[config.mk]
export PLATFORM = sky130hd
export DESIGN_NAME = instr_fetch
export DESIGN_NICKNAME = d
export VERILOG_FILES = /design/src/rtl/instr_fetch_pkg.sv /design/src/rtl/instr_mem.sv /design/src/rtl/instr_fetch.sv
export SDC_FILE = /design/constraint.sdc
export NUM_CORES = 1
export LEC_CHECK = 0
export CAP_MARGIN = 0
export CELL_PAD_IN_SITES_DETAIL_PLACEMENT = 0
export CELL_PAD_IN_SITES_GLOBAL_PLACEMENT = 1
export CORE_ASPECT_RATIO = 0.5
export CORE_MARGIN = 8
export CORE_UTILIZATION = 51
export DETAILED_ROUTE_END_ITERATION = 8
export PLACE_DENSITY_LB_ADDON = 0.3
export SLEW_MARGIN = 20
export SYNTH_ARGS = -nofsm -noshare
export SYNTH_HDL_FRONTEND = slang
export SYNTH_SLANG_ARGS = --single-unit
[constraint.sdc]
create_clock -name SYS_clk -period 6.5 [get_ports SYS_clk]
set_clock_uncertainty 0.2 [all_clocks]
set_input_delay 0.975 -clock SYS_clk [delete_from_list [all_inputs] [get_ports SYS_clk]]
set_output_delay 0.975 -clock SYS_clk [all_outputs]
set_load 0.05 [all_outputs]
[src/rtl/instr_fetch_pkg.sv]
// Shared definitions for the instruction fetch unit: sizing defaults,
// the HALT sentinel word and the sequencer state encoding.
package instr_fetch_pkg;

  localparam int DEFAULT_DEPTH = 16;
  localparam int DEFAULT_AW    = 4;

  // Opcode 6'b111111 with all other fields zero marks the end of a program.
  localparam logic [31:0] HALT_WORD = 32'hFC00_0000;

  typedef enum logic [1:0] {
    IDLE = 2'd0,
    RUN  = 2'd1,
    DONE = 2'd2
  } state_e;

endpackage

[src/rtl/instr_mem.sv]
// Program storage: DEPTH x 32 register array, synchronous write port and
// combinational read port.
module instr_mem
  import instr_fetch_pkg::*;
#(
  parameter int DEPTH = DEFAULT_DEPTH,
  parameter int AW    = DEFAULT_AW
) (
  input  logic          clk,
  input  logic          we,
  input  logic [AW-1:0] waddr,
  input  logic [31:0]   wdata,
  input  logic [AW-1:0] raddr,
  output logic [31:0]   rdata
);

  logic [31:0] mem [DEPTH];

  // NOTE: storage has no reset on purpose; clearing a register file costs a
  // wide reset fan-out and the loader always writes before a program runs.
  always_ff @(posedge clk) begin
    if (we) begin
      mem[waddr] <= wdata;
    end
  end

  assign rdata = mem[raddr];

endmodule

[src/rtl/instr_fetch.sv]
// Instruction fetch sequencer: issues one stored word per unstalled cycle
// from word 0 until the programmed length or a HALT word is reached.
module instr_fetch
  import instr_fetch_pkg::*;
#(
  parameter int DEPTH = DEFAULT_DEPTH,
  parameter int AW    = DEFAULT_AW
) (
  input  logic          SYS_clk,
  input  logic          SYS_reset,
  input  logic          load_we,
  input  logic [AW-1:0] load_addr,
  input  logic [31:0]   load_data,
  input  logic [AW:0]   prog_len,
  input  logic          start,
  input  logic          stall,
  output logic [31:0]   machineCode,
  output logic          instr_valid,
  output logic [31:0]   PC,
  output logic          busy,
  output logic          done
);

  state_e        state_q, state_d;
  logic [AW:0]   len_q, len_d;
  logic [AW-1:0] idx_q, idx_d;
  logic [31:0]   code_q, code_d;
  logic [31:0]   pc_q, pc_d;
  logic          valid_q, valid_d;
  logic          busy_q, done_q;

  logic          mem_we;
  logic [AW-1:0] rd_addr;
  logic [31:0]   rd_data;
  logic [AW:0]   next_idx;
  logic [AW:0]   start_len;

  // Index is widened by one bit so i+1 == DEPTH compares correctly and never wraps.
  assign next_idx  = {1'b0, idx_q} + 1'b1;
  assign start_len = (prog_len > (AW+1)'(DEPTH)) ? (AW+1)'(DEPTH) : prog_len;
  assign mem_we    = load_we && !start && (state_q != RUN);
  assign rd_addr   = (state_q == RUN) ? next_idx[AW-1:0] : '0;

  instr_mem #(
    .DEPTH (DEPTH),
    .AW    (AW)
  ) u_mem (
    .clk   (SYS_clk),
    .we    (mem_we),
    .waddr (load_addr),
    .wdata (load_data),
    .raddr (rd_addr),
    .rdata (rd_data)
  );

  // NOTE: every variable gets its hold value first so no path leaves one
  // unassigned, which would otherwise infer a latch.
  always_comb begin
    state_d = state_q;
    len_d   = len_q;
    idx_d   = idx_q;
    code_d  = code_q;
    pc_d    = pc_q;
    valid_d = valid_q;
    unique case (state_q)
      IDLE, DONE: begin
        if (start) begin
          len_d = start_len;
          idx_d = '0;
          pc_d  = '0;
          if (start_len == '0 || rd_data == HALT_WORD) begin
            state_d = DONE;
            valid_d = 1'b0;
            code_d  = '0;
          end else begin
            state_d = RUN;
            valid_d = 1'b1;
            code_d  = rd_data;
          end
        end
      end
      RUN: begin
        if (!stall) begin
          if (next_idx < len_q && rd_data != HALT_WORD) begin
            idx_d  = next_idx[AW-1:0];
            code_d = rd_data;
            pc_d   = 32'(next_idx) << 2;
          end else begin
            state_d = DONE;
            valid_d = 1'b0;
            code_d  = '0;
          end
        end
      end
      default: begin
        state_d = IDLE;
        valid_d = 1'b0;
        code_d  = '0;
      end
    endcase
  end

  // NOTE: state registers use non-blocking assignments so every flop samples
  // the pre-edge values regardless of statement order.
  always_ff @(posedge SYS_clk) begin
    if (SYS_reset) begin
      state_q <= IDLE;
      len_q   <= '0;
      idx_q   <= '0;
      code_q  <= '0;
      pc_q    <= '0;
      valid_q <= 1'b0;
      busy_q  <= 1'b0;
      done_q  <= 1'b0;
    end else begin
      state_q <= state_d;
      len_q   <= len_d;
      idx_q   <= idx_d;
      code_q  <= code_d;
      pc_q    <= pc_d;
      valid_q <= valid_d;
      busy_q  <= (state_d == RUN);
      done_q  <= (state_d == DONE);
    end
  end

  assign machineCode = code_q;
  assign instr_valid = valid_q;
  assign PC          = pc_q;
  assign busy        = busy_q;
  assign done        = done_q;

endmodule

==> run_results.csv, run 1 <==
group,metric,value,unit
run_status,status,"completed",
timing,period_share,81.2,%
detailed_routing,drc,0,
global_route,met2_usage,37.9,%
critical_path,crit_arrival,5.54,ns
cells_and_area,fill_cells,3395,
timing,worst_pin_slew,1.09,ns
cells_and_area,diodes,0,
global_route,grt_usage,22.9,%
synthesis,ys_types,65,
placed_design,port_buffers,85,
synthesis,synth_compound_area_share,12.0,%
die,fp.dieH,167,um
clock_tree,cts_buffer_depth,3,
synthesis,ys_seq_area_share,69.8,%
clock_tree,clk_latency,0.58,ns
detailed_routing,dr.pass1.iters,5,
synthesis,syn_avg_cell_area,14.2,um2
critical_path,endpoint_kind,"flop",
synthesis,syn_inst,1649,
critical_path,crit_path_top_delay_cell,"dfxtp_4",
cells_and_area,drive_gt1_share,12.4,%
critical_path,cp_num_buf_inv,1,
synthesis,synth_top_family_by_area,"compound AO/OA/AOI/OAI gates",
global_route,antenna_found_initial,0,
timing,finalSetupTns,0,ns
timing,timing.fmax,190,MHz
timing,setup-violations-final,0,
synthesis,synthXorXnorAreaFrac,0.107,%
power,power.density,279,nW/um2
critical_path,crit_fanout,68,
detailed_routing,via_per_inst,6.24,
global_route,grtUsageMet1,31.4,%
critical_path,slowest_delay,0.86,ns
cells_and_area,final-seq-area,16300,um2
clock_tree,htree_levels,2,
power,p_leak,8.30,nW
global_route,grt_max_degree,164,
synthesis,ys_ff_latch,559,
flow_run,maxCapViolations,0,
placed_design,placed_area,24800,um2
synthesis,synth_edf_count,512,
synthesis,synth_top_cell_area_share,65.8,%
critical_path,cpLargestDelayFamily,"simple AND/OR/NAND/NOR gates",
global_route,grt_pass1_wl,93700,um
die,placementRows,55,
die,dieArea,53300,um2
detailed_routing,drtIter0Drc,1678,
placed_design,gp_congestion,0.827,
global_route,use_met3,3.74,%
synthesis,synth-simple-area-share,7.64,%
detailed_routing,vias,14700,
detailed_routing,wl_per_cell,26.8,um
cells_and_area,final_area,26400,um2
cells_and_area,areaGrowthSynthToFinish,13.0,%
clock_tree,numCtsBuffers,49,
critical_path,crit_chain,"ha_2 -> xor2_2 -> and2_2 -> a211oi_1 -> a31oi_1 -> nand2_1 -> or4_4 -> a2111oi_2 -> and4bb_4 -> a211oi_4 -> buf_4 -> a32o_1",
clock_tree,cts_tree,"done",
die,coreArea,45200,um2
placed_design,detailedPlacementHpwl,36700,um
global_route,first_global_vias,14500,
die,dieWidth,319,um
synthesis,synthesis.area,23400,um2
global_route,globalRoute.busiestLayer,"met2",
critical_path,crit_path_start_kind,"flop",
timing,rsz0062_at_grt,"no",
synthesis,synth-adder-area-share,0.268,%
global_route,gr-total-overflow,0,
clock_tree,cts_sinks,559,
timing,slew_violations,0,
cells_and_area,fin_nets,1764,
synthesis,muxShareOfSynthArea,5.86,%
detailed_routing,drtAntennaViolNets,0,
synthesis,ys.warnings.count,0,
synthesis,async_flop_share,0,%
timing,min_period,5.27,ns
cells_and_area,multi_input_area,6300,um2
critical_path,worstSetupPathType,"flop to flop",
clock_tree,clkTransAtPathRegs,0.07,ns
clock_tree,cts_setup_buffers,0,
hold_path,hold_path.class,"flop to flop",
power,max-vdd-ir-drop,0.000169,V
die,start_util,51.7,%
synthesis,synth.largest_area_cell,"edfxtp_1",
clock_tree,cts.hold.buffers_added,0,
synthesis,ys_top_cells_by_area,"edfxtp_1 (66%), dfxtp_1 (4.0%), mux2i_1 (2.9%), mux2_2 (2.8%), a21oi_1 (2.7%)",
synthesis,synthFlopType,"edfxtp_1",
clock_tree,cts_resized,0,
die,io_pins,113,
detailed_routing,finalWirelength,62900,um
timing,hold_viol,0,
clock_tree,cts_root_buffer,"clkbuf_16",
timing,relSlewSlack,27.0,%
critical_path,worstPathRequired,6.77,ns
cells_and_area,final_core_util,58.4,%
-- cell usage in the layout, fill, tap and decap left out, types with 6 or more instances in the layout --
master             n
mux2_2            58
nand3_1            6
nor3_1            69
clkdlybuf4s50_1   85
inv_1             43
nand2_1           71
nor2_4            13
o221ai_1          30
clkbuf_16         51
a22o_1            23
a21oi_1          124
clkinv_2          11
or3_1             16
nand2b_1          68
a31oi_1           13
clkinv_1           6
clkbuf_1          12
conb_1            27
o21ai_0           71
nor2b_1           32
o22ai_1           34
mux2i_1           67
a221oi_1          19
buf_4             46
nor2_1            22
o21a_1             8
a211oi_1          16
o31ai_1           46
clkbuf_8           6
dfxtp_1           46
edfxtp_1         512
a32o_1            13
-- path summary, 6_finish.rpt --
path	start	end	slack [ns]	depth (start not counted)
hold / removal	len_q[4]	len_q[4]	0.26	2
hold reg to reg	len_q[4]	len_q[4]	0.26	2
setup reg to reg	idx_q[0]	machineCode[12]	1.23	12
setup / recovery	idx_q[0]	machineCode[12]	1.23	12
-- tightest hold or removal path: stages (launching register included) --
cell     delay (ns)
dfxtp_1        0.31
nand2_1        0.05
a21oi_1        0.05
-- registers in the layout (all words and copies together) (netlist names) --
register and count:
u_mem.mem 512, machineCode 32, len_q 5, idx_q 3
PC 2, state_q 2, busy 1, done 1
instr_valid 1
-- metal layers --
metal	vias to the layer above	part of all wire, %
li1	6449	-
met3	120	7.1
met4	0	2.5
met1	7446	43
met2	655	48
met5	-	0
-- report_power, final --
group          switching, mW  total (mW)  internal, mW
clock network           1.28        2.84          1.55
logic                  0.383       0.550         0.166
registers             0.0282        3.99          3.97
total                   1.70        7.38          5.68
-- metrics by stage --
step | power [mW] | hold slack, ns | cells | worst slack, ns
after floorplan | 4.41 | 0.236 | 1675 | 1.90
after global placement | 4.61 | 0.251 | 2259 | 1.26
after detailed placement | 4.62 | 0.255 | 2259 | 1.25
after CTS | 7.40 | 0.264 | 2351 | 1.21
after global routing | 7.58 | 0.292 | 2352 | 0.935
final | 7.38 | 0.265 | 2352 | 1.23
-- logic make-up (layout without fill, tap and decap cells) --
family	count (synthesis)	after routing
flip-flops	559	559
XOR/XNOR	2	2
AND/OR/NAND/NOR	336	336
AO/OA/AOI/OAI	425	425
buffers and inverters	194	273
adder cells (fa/ha/maj)	5	5
other	1	27
multiplexers	127	127
-- synthesized netlist by cell type, types with 5 or more instances --
cell type and count:
a221oi_1 19, nor3_1 73, buf_1 9, o22ai_1 34, mux2i_1 67, nor2b_1 34, nand2b_1 68, a31oi_1 13
clkbuf_1 37, a21oi_1 124, inv_1 44, buf_2 56, a22o_1 23, nor2_1 35, nand3b_1 5, mux2_2 58
nor3b_1 5, edfxtp_1 512, buf_4 42, o31ai_1 46, o21a_1 8, dfxtp_1 47, a32o_1 13, or3_1 16
a211oi_1 16, o21ai_0 71, nand2_1 71, ha_1 5, nand3_1 6, o221ai_1 30, buf_6 6
-- final cells by class --
cell class | count | area share, %
clock buffer | 69 | 5.32
clock inverter | 23 | 0.554
inverter | 44 | 0.625
multi-input combinational | 922 | 23.9
sequential | 559 | 61.8
tap | 598 | 2.83
timing repair buffer | 137 | 5.01
Power figures use the tool's default switching activity.
==> inputs of run 2 (changes only) <==
--- a/config.mk
+++ b/config.mk
@@ -10,7 +10,7 @@
 export CELL_PAD_IN_SITES_GLOBAL_PLACEMENT = 1
 export CORE_ASPECT_RATIO = 0.5
 export CORE_MARGIN = 8
-export CORE_UTILIZATION = 51
+export CORE_UTILIZATION = 46
 export DETAILED_ROUTE_END_ITERATION = 8
 export PLACE_DENSITY_LB_ADDON = 0.3
 export SLEW_MARGIN = 20
==> constraint.sdc (replaced) <==
create_clock -name SYS_clk -period 4.8 [get_ports SYS_clk]
set_clock_uncertainty 0.2 [all_clocks]
set_input_delay 0.72 -clock SYS_clk [delete_from_list [all_inputs] [get_ports SYS_clk]]
set_output_delay 0.72 -clock SYS_clk [all_outputs]
set_load 0.05 [all_outputs]
==> run 2 against run 1 <==
  * Via count down 0.70%
  * Register-to-register slack worse by 1.0 ns
  * Core utilization down 5.2 points
  * Clock-buffer cell count up 4
  * Sequential share of layout area down 0.77 points
  * Cell count up 4.0%
  * Global-route usage down 2.1 points
  * Largest power group unchanged
==> run_results.csv, run 2 (same netlist as run 1, synthesis figures left out) <==
group,metric,value,unit
cells_and_area,largest_reg_flops,512,
detailed_routing,wl_met2,29500,um
die,dieWidth,335,um
clock_tree,clkTransAtPathRegs,0.07,ns
die,start_util,46.5,%
cells_and_area,drive_gt1_share,12.5,%
cells_and_area,diodes,0,
critical_path,slowest_delay,0.61,ns
timing,hold_viol,0,
power,switchingPower,2.28,mW
placed_design,detailedPlacementHpwl,35000,um
clock_tree,numCtsBuffers,50,
placed_design,port_buffers,85,
global_route,gr-total-overflow,0,
detailed_routing,drtIter0Drc,1616,
timing,period_share,95.2,%
global_route,antenna_found_initial,0,
critical_path,crit_path_top_delay_cell,"a211oi_4",
power,p_int,7.81,mW
clock_tree,htree_levels,2,
cells_and_area,areaGrowthSynthToFinish,14.4,%
timing,relSlewSlack,40.3,%
cells_and_area,mostFrequentLayoutCell,"edfxtp_1",
timing,hold_ws,0.258,ns
hold_path,hold_path.class,"flop to flop",
power,combPwrFrac,7.5,%
clock_tree,cts_sinks,559,
run_status,status,"completed",
timing,timing.fmax,219,MHz
global_route,first_global_vias,14500,
die,placementRows,58,
timing,finalSetupTns,0,ns
die,coreArea,50200,um2
global_route,grt_pass1_wl,92300,um
detailed_routing,vias,14600,
detailed_routing,top_layer,"met4",
detailed_routing,drtAntennaViolNets,0,
cells_and_area,mostFrequentLayoutCells,"edfxtp_1 (512), a21oi_1 (124), clkdlybuf4s50_1 (85)",
detailed_routing,finalWirelength,63200,um
critical_path,crit_arrival,4.88,ns
timing,worst_pin_slew,0.893,ns
critical_path,r2r_cells,14,
critical_path,worstSetupPathType,"flop to flop",
timing,setup-violations-final,0,
global_route,grt_max_degree,107,
die,dieArea,58700,um2
flow_run,maxCapViolations,0,
cells_and_area,top_register,"u_mem.mem",
placed_design,gp_congestion,0.842,
clock_tree,cts.hold.buffers_added,0,
clock_tree,clk_latency,0.58,ns
clock_tree,cts_tree,"done",
detailed_routing,via_per_inst,5.95,
power,max-vdd-ir-drop,0.000234,V
power,power.density,377,nW/um2
critical_path,worstPathRequired,5.11,ns
power,seqPwrFrac,53.6,%
clock_tree,cts_root_buffer,"clkbuf_16",
critical_path,endpoint_kind,"flop",
die,fp.dieH,175,um
detailed_routing,dr.pass1.iters,6,
timing,slew_violations,0,
hold_path,min_path_cells,2,
detailed_routing,wl_per_cell,25.8,um
critical_path,crit_chain,"nand2b_4 -> buf_12 -> buf_12 -> or3_1 -> a21oi_1 -> o32ai_1 -> nor3_1 -> a31oi_1 -> buf_4 -> a2111oi_4 -> and4bb_4 -> a211oi_4 -> buf_4 -> a32o_1",
cells_and_area,fin_nets,1769,
global_route,grt_usage,20.8,%
power,p_sw_share,22.6,%
detailed_routing,met3_length,5170,um
clock_tree,cts_buffer_depth,3,
detailed_routing,drc,0,
critical_path,crit_path_start_kind,"flop",
power,p_clk_share,38.9,%
timing,min_period,4.57,ns
timing,rsz0062_at_grt,"no",
power,p_leak,8.39,nW
die,io_pins,113,
detailed_routing,wl_met1,27200,um
critical_path,crit_fanout,31,
==> run 2: changes by cell type in the layout (fill, tap and decap cells not counted), sizes merged <==
cell and change:
clkinv -1, clkinvlp -4, buf +4, clkbuf +4
==> run 2: power by group through the flow <==
stage	clock, mW	combinational (mW)	sequential (mW)
6_report	3.92	0.761	5.41
4_1_cts	3.98	0.755	5.41
5_1_grt	4.16	0.806	5.41
2_1_floorplan	0	0.375	5.59
3_5_place_dp	0	0.752	5.51
3_3_place_gp	0	0.741	5.51
==> run 2: timing repair <==
action,CTS,global route
buffers inserted,0,3
gates resized for setup,0,2
setup endpoints to repair,0,20
==> run 2: final timing paths <==
kind / from / to / slack, ns
setup reg to reg: state_q[1] / machineCode[18] / 0.23
hold / removal: len_q[4] / len_q[4] / 0.26
setup / recovery: state_q[1] / machineCode[18] / 0.23
hold reg to reg: len_q[4] / len_q[4] / 0.26
==> run 2: worst max-delay path, delay by kind of cell, from the launching register on <==
kind	cells	cell delay [ns]
compound gates	6	1.68
buf+inv	4	1.13
simple gates	4	0.92
flops	1	0.51
==> run 2: routing by layer <==
| metal | track usage [%] | up-vias |
|---|---|---|
| met4 | 5.21 | 0 |
| met2 | 33.7 | 690 |
| met1 | 29.0 | 7316 |
| met5 | 0 | - |
| met3 | 3.90 | 90 |
| li1 | - | 6471 |
==> run 2: final cells by class <==
cell class                      instances  area (um2)
Sequential cell                       559       16300
Clock inverter                         18         113
Fill cell                            4078       23500
Inverter                               44         165
Clock buffer                           73        1490
Multi-Input combinational cell        922        6300
Timing Repair Buffer                  141        1480
Tap cell                              690         863
==> run 2: through the flow <==
stage | std cells | total power [mW] | utilization, % | area [um2] | worst slack [ns]
6_report | 2447 | 10.1 | 53.2 | 26700 | 0.228
5_1_grt | 2447 | 10.4 | 53.2 | 26700 | 0.0704
4_1_cts | 2444 | 10.1 | 53.2 | 26700 | 0.0345
3_5_place_dp | 2353 | 6.26 | 50.0 | 25100 | 0.0579
3_3_place_gp | 2353 | 6.25 | 50.0 | 25100 | 0.201
2_1_floorplan | 1675 | 5.97 | - | 23500 | 0.199
==> inputs of run 3 (changes only) <==
--- a/config.mk
+++ b/config.mk
@@ -10,10 +10,11 @@
 export CELL_PAD_IN_SITES_GLOBAL_PLACEMENT = 1
 export CORE_ASPECT_RATIO = 0.5
 export CORE_MARGIN = 8
-export CORE_UTILIZATION = 46
+export CORE_UTILIZATION = 47
 export DETAILED_ROUTE_END_ITERATION = 8
 export PLACE_DENSITY_LB_ADDON = 0.3
 export SLEW_MARGIN = 20
 export SYNTH_ARGS = -nofsm -noshare
 export SYNTH_HDL_FRONTEND = slang
+export SYNTH_HIERARCHICAL = 1
 export SYNTH_SLANG_ARGS = --single-unit
==> run 3 against run 2 <==
  * Critical path depth shrank 1
  * Synthesized cell count fell by 39%
  * Final area fell by 7.5%
  * Sequential share of layout area up 4.9 points
==> run_results.csv, run 3 <==
group,metric,value,unit
run_status,status,"completed",
detailed_routing,via_per_inst,5.96,
detailed_routing,drtIter0Drc,1047,
critical_path,worstSetupPathType,"flop to flop",
timing,period_share,92.6,%
global_route,grt_usage,18.6,%
global_route,antenna_found_initial,1,
power,power.density,402,nW/um2
clock_tree,cts_buffer_depth,3,
synthesis,yosysMostFrequentCell,"edfxtp_1",
critical_path,cpLargestDelayFamily,"simple AND/OR/NAND/NOR gates",
critical_path,crit_path_start_kind,"flop",
power,max-vdd-ir-drop,0.000229,V
die,dieWidth,317,um
synthesis,synth_top_cell_area_share,72.2,%
flow_run,maxCapViolations,0,
synthesis,synth-simple-area-share,2.56,%
timing,relSlewSlack,32.5,%
global_route,grt_max_degree,46,
die,placementRows,55,
synthesis,ys_types,51,
global_route,first_global_vias,10900,
timing,min_period,4.45,ns
critical_path,endpoint_kind,"flop",
critical_path,slowest_delay,0.52,ns
global_route,globalRoute.busiestLayer,"met2",
synthesis,ys_seq_area_share,76.6,%
synthesis,ys.warnings.count,6,
synthesis,synthFlopType,"edfxtp_1",
cells_and_area,largest_reg_flops,512,
clock_tree,htree_levels,2,
global_route,met2_usage,29.8,%
critical_path,crit_arrival,4.69,ns
cells_and_area,top_register,"u_mem/mem",
placed_design,gp_congestion,0.759,
synthesis,async_flop_share,0,%
cells_and_area,areaGrowthSynthToFinish,16.2,%
global_route,gr-total-overflow,0,
timing,hold_viol,0,
synthesis,ys_top_cells_by_area,"edfxtp_1 (72%), mux4_2 (14%), dfxtp_1 (4.4%), a22oi_1 (2.3%), a22o_1 (1.4%)",
global_route,grt_pass1_wl,73300,um
critical_path,cp_num_buf_inv,3,
cells_and_area,fill_cells,3346,
detailed_routing,vias,10600,
global_route,use_met3,4.32,%
die,dieArea,52800,um2
detailed_routing,drtAntennaViolNets,0,
cells_and_area,fin_nets,1187,
cells_and_area,mostFrequentLayoutCell,"edfxtp_1",
detailed_routing,finalWirelength,49500,um
synthesis,synth.largest_area_cell,"edfxtp_1",
critical_path,crit_chain,"nand2b_1 -> nor2_4 -> buf_12 -> buf_8 -> buf_4 -> mux4_2 -> a22oi_1 -> nand2_1 -> nor4_2 -> and4_2 -> a211oi_2 -> o21a_4 -> a22o_1",
timing,worst_pin_slew,1.01,ns
clock_tree,cts_root_buffer,"clkbuf_16",
placed_design,placed_area,23200,um2
synthesis,ys_ff_latch,559,
synthesis,synth_common_cells,"edfxtp_1 (512), mux4_2 (128), a22oi_1 (64), dfxtp_1 (47), buf_4 (36)",
cells_and_area,final_area,24700,um2
synthesis,synth_edf_count,512,
critical_path,crit_fanout,32,
synthesis,synthXorXnorAreaFrac,0.0411,%
timing,slew_violations,0,
timing,timing.fmax,225,MHz
detailed_routing,drc,0,
cells_and_area,final_core_util,55.1,%
synthesis,synth_compound_area_share,4.59,%
synthesis,syn_inst,1008,
hold_path,hold_path.class,"flop to flop",
synthesis,synthesis.area,21300,um2
detailed_routing,dr.pass1.iters,5,
critical_path,crit_path_top_delay_cell,"mux4_2",
synthesis,muxShareOfSynthArea,13.6,%
clock_tree,clk_latency,0.56,ns
cells_and_area,drive_gt1_share,23.5,%
synthesis,syn_avg_cell_area,21.1,um2
timing,rsz0062_at_grt,"no",
placed_design,port_buffers,85,
cells_and_area,mostFrequentLayoutCells,"edfxtp_1 (512), mux4_2 (128), clkdlybuf4s50_1 (85)",
detailed_routing,wl_per_cell,28.0,um
synthesis,synth_top_family_by_area,"multiplexers",
clock_tree,numCtsBuffers,48,
clock_tree,cts_sinks,559,
timing,setup-violations-final,0,
clock_tree,clkTransAtPathRegs,0.06,ns
die,start_util,47.4,%
die,fp.dieH,167,um
power,finalPower,9.95,mW
clock_tree,cts_tree,"done",
die,io_pins,113,
placed_design,detailedPlacementHpwl,28100,um
global_route,grtUsageMet1,26.0,%
critical_path,worstPathRequired,5.05,ns
synthesis,synth-adder-area-share,0.294,%
die,coreArea,44900,um2
power,p_leak,7.74,nW
-- run 3: cell types whose count changed after synthesis, moves of 46 or more --
cell	change
mux4_2	+126
a21oi_1	-117
nor3_1	-69
o21ai_0	-69
mux2i_1	-66
nand2b_1	-62
a22oi_1	+60
mux2_2	-57
buf_2	-49
o31ai_1	-46
-- run 3: kinds of logic after synthesis --
logic type | Yosys count
other | 1
buffers and inverters | 84
AOI/OAI and AO/OA | 123
muxes | 130
adders and majority gates | 5
and+or+nand+nor | 105
DFF | 559
xor gates and xnor gates | 1
-- run 3: metrics by stage --
| stage | hold slack (ns) | setup TNS, ns | cells | worst slack (ns) |
|---|---|---|---|---|
| 3_3_place_gp | 0.267 | -0.680 | 1684 | -0.0280 |
| 5_1_grt | 0.300 | 0 | 1771 | 0.122 |
| 4_1_cts | 0.293 | 0 | 1770 | 0.0135 |
| 3_5_place_dp | 0.274 | -4.98 | 1684 | -0.164 |
| 6_report | 0.285 | 0 | 1771 | 0.354 |
| 2_1_floorplan | 0.249 | 0 | 1034 | 0.373 |
-- run 3: final cells by class --
| cell class | count | area (um2) | share of cell area [%] |
|---|---|---|---|
| Multi-Input combinational cell | 391 | 4760 | 19.2 |
| Timing Repair Buffer | 131 | 1350 | 5.45 |
| Tap cell | 598 | 748 | 3.02 |
| Clock inverter | 25 | 270 | 1.09 |
| Antenna cell | 1 | 2.50 | 0.0101 |
| Inverter | 5 | 18.8 | 0.0758 |
| Clock buffer | 61 | 1280 | 5.18 |
| Sequential cell | 559 | 16300 | 65.9 |
-- run 3: layer usage --
layer / vias to the layer above / part of all wire, %
met2: 379 / 48
met3: 72 / 7.3
met4: 0 / 1.6
met5: - / 0
met1: 5683 / 43
li1: 4425 / -
-- run 3: final timing paths --
check / start / cells after the start / to / slack [ns]
max: state_q[0] / 13 / machineCode[15] / 0.35
min: machineCode[14] / 1 / machineCode[14] / 0.28
max reg2reg: state_q[0] / 13 / machineCode[15] / 0.35
min reg2reg: machineCode[14] / 1 / machineCode[14] / 0.28
-- run 3: power by group --
group          leakage, nW  internal, mW  switching (mW)
combinational         1.99         0.264           0.406
sequential            4.99          5.37          0.0279
clock                0.757          2.21            1.68
total                 7.74          7.84            2.11
-- run 3: timing repair --
item	4_1_cts	5_1_grt
endpoints found under the hold margin	0	0
buffers inserted	0	0
hold buffers	0	0
resized for setup	2	6
endpoints found under the setup margin	41	42
pin swaps	0	1
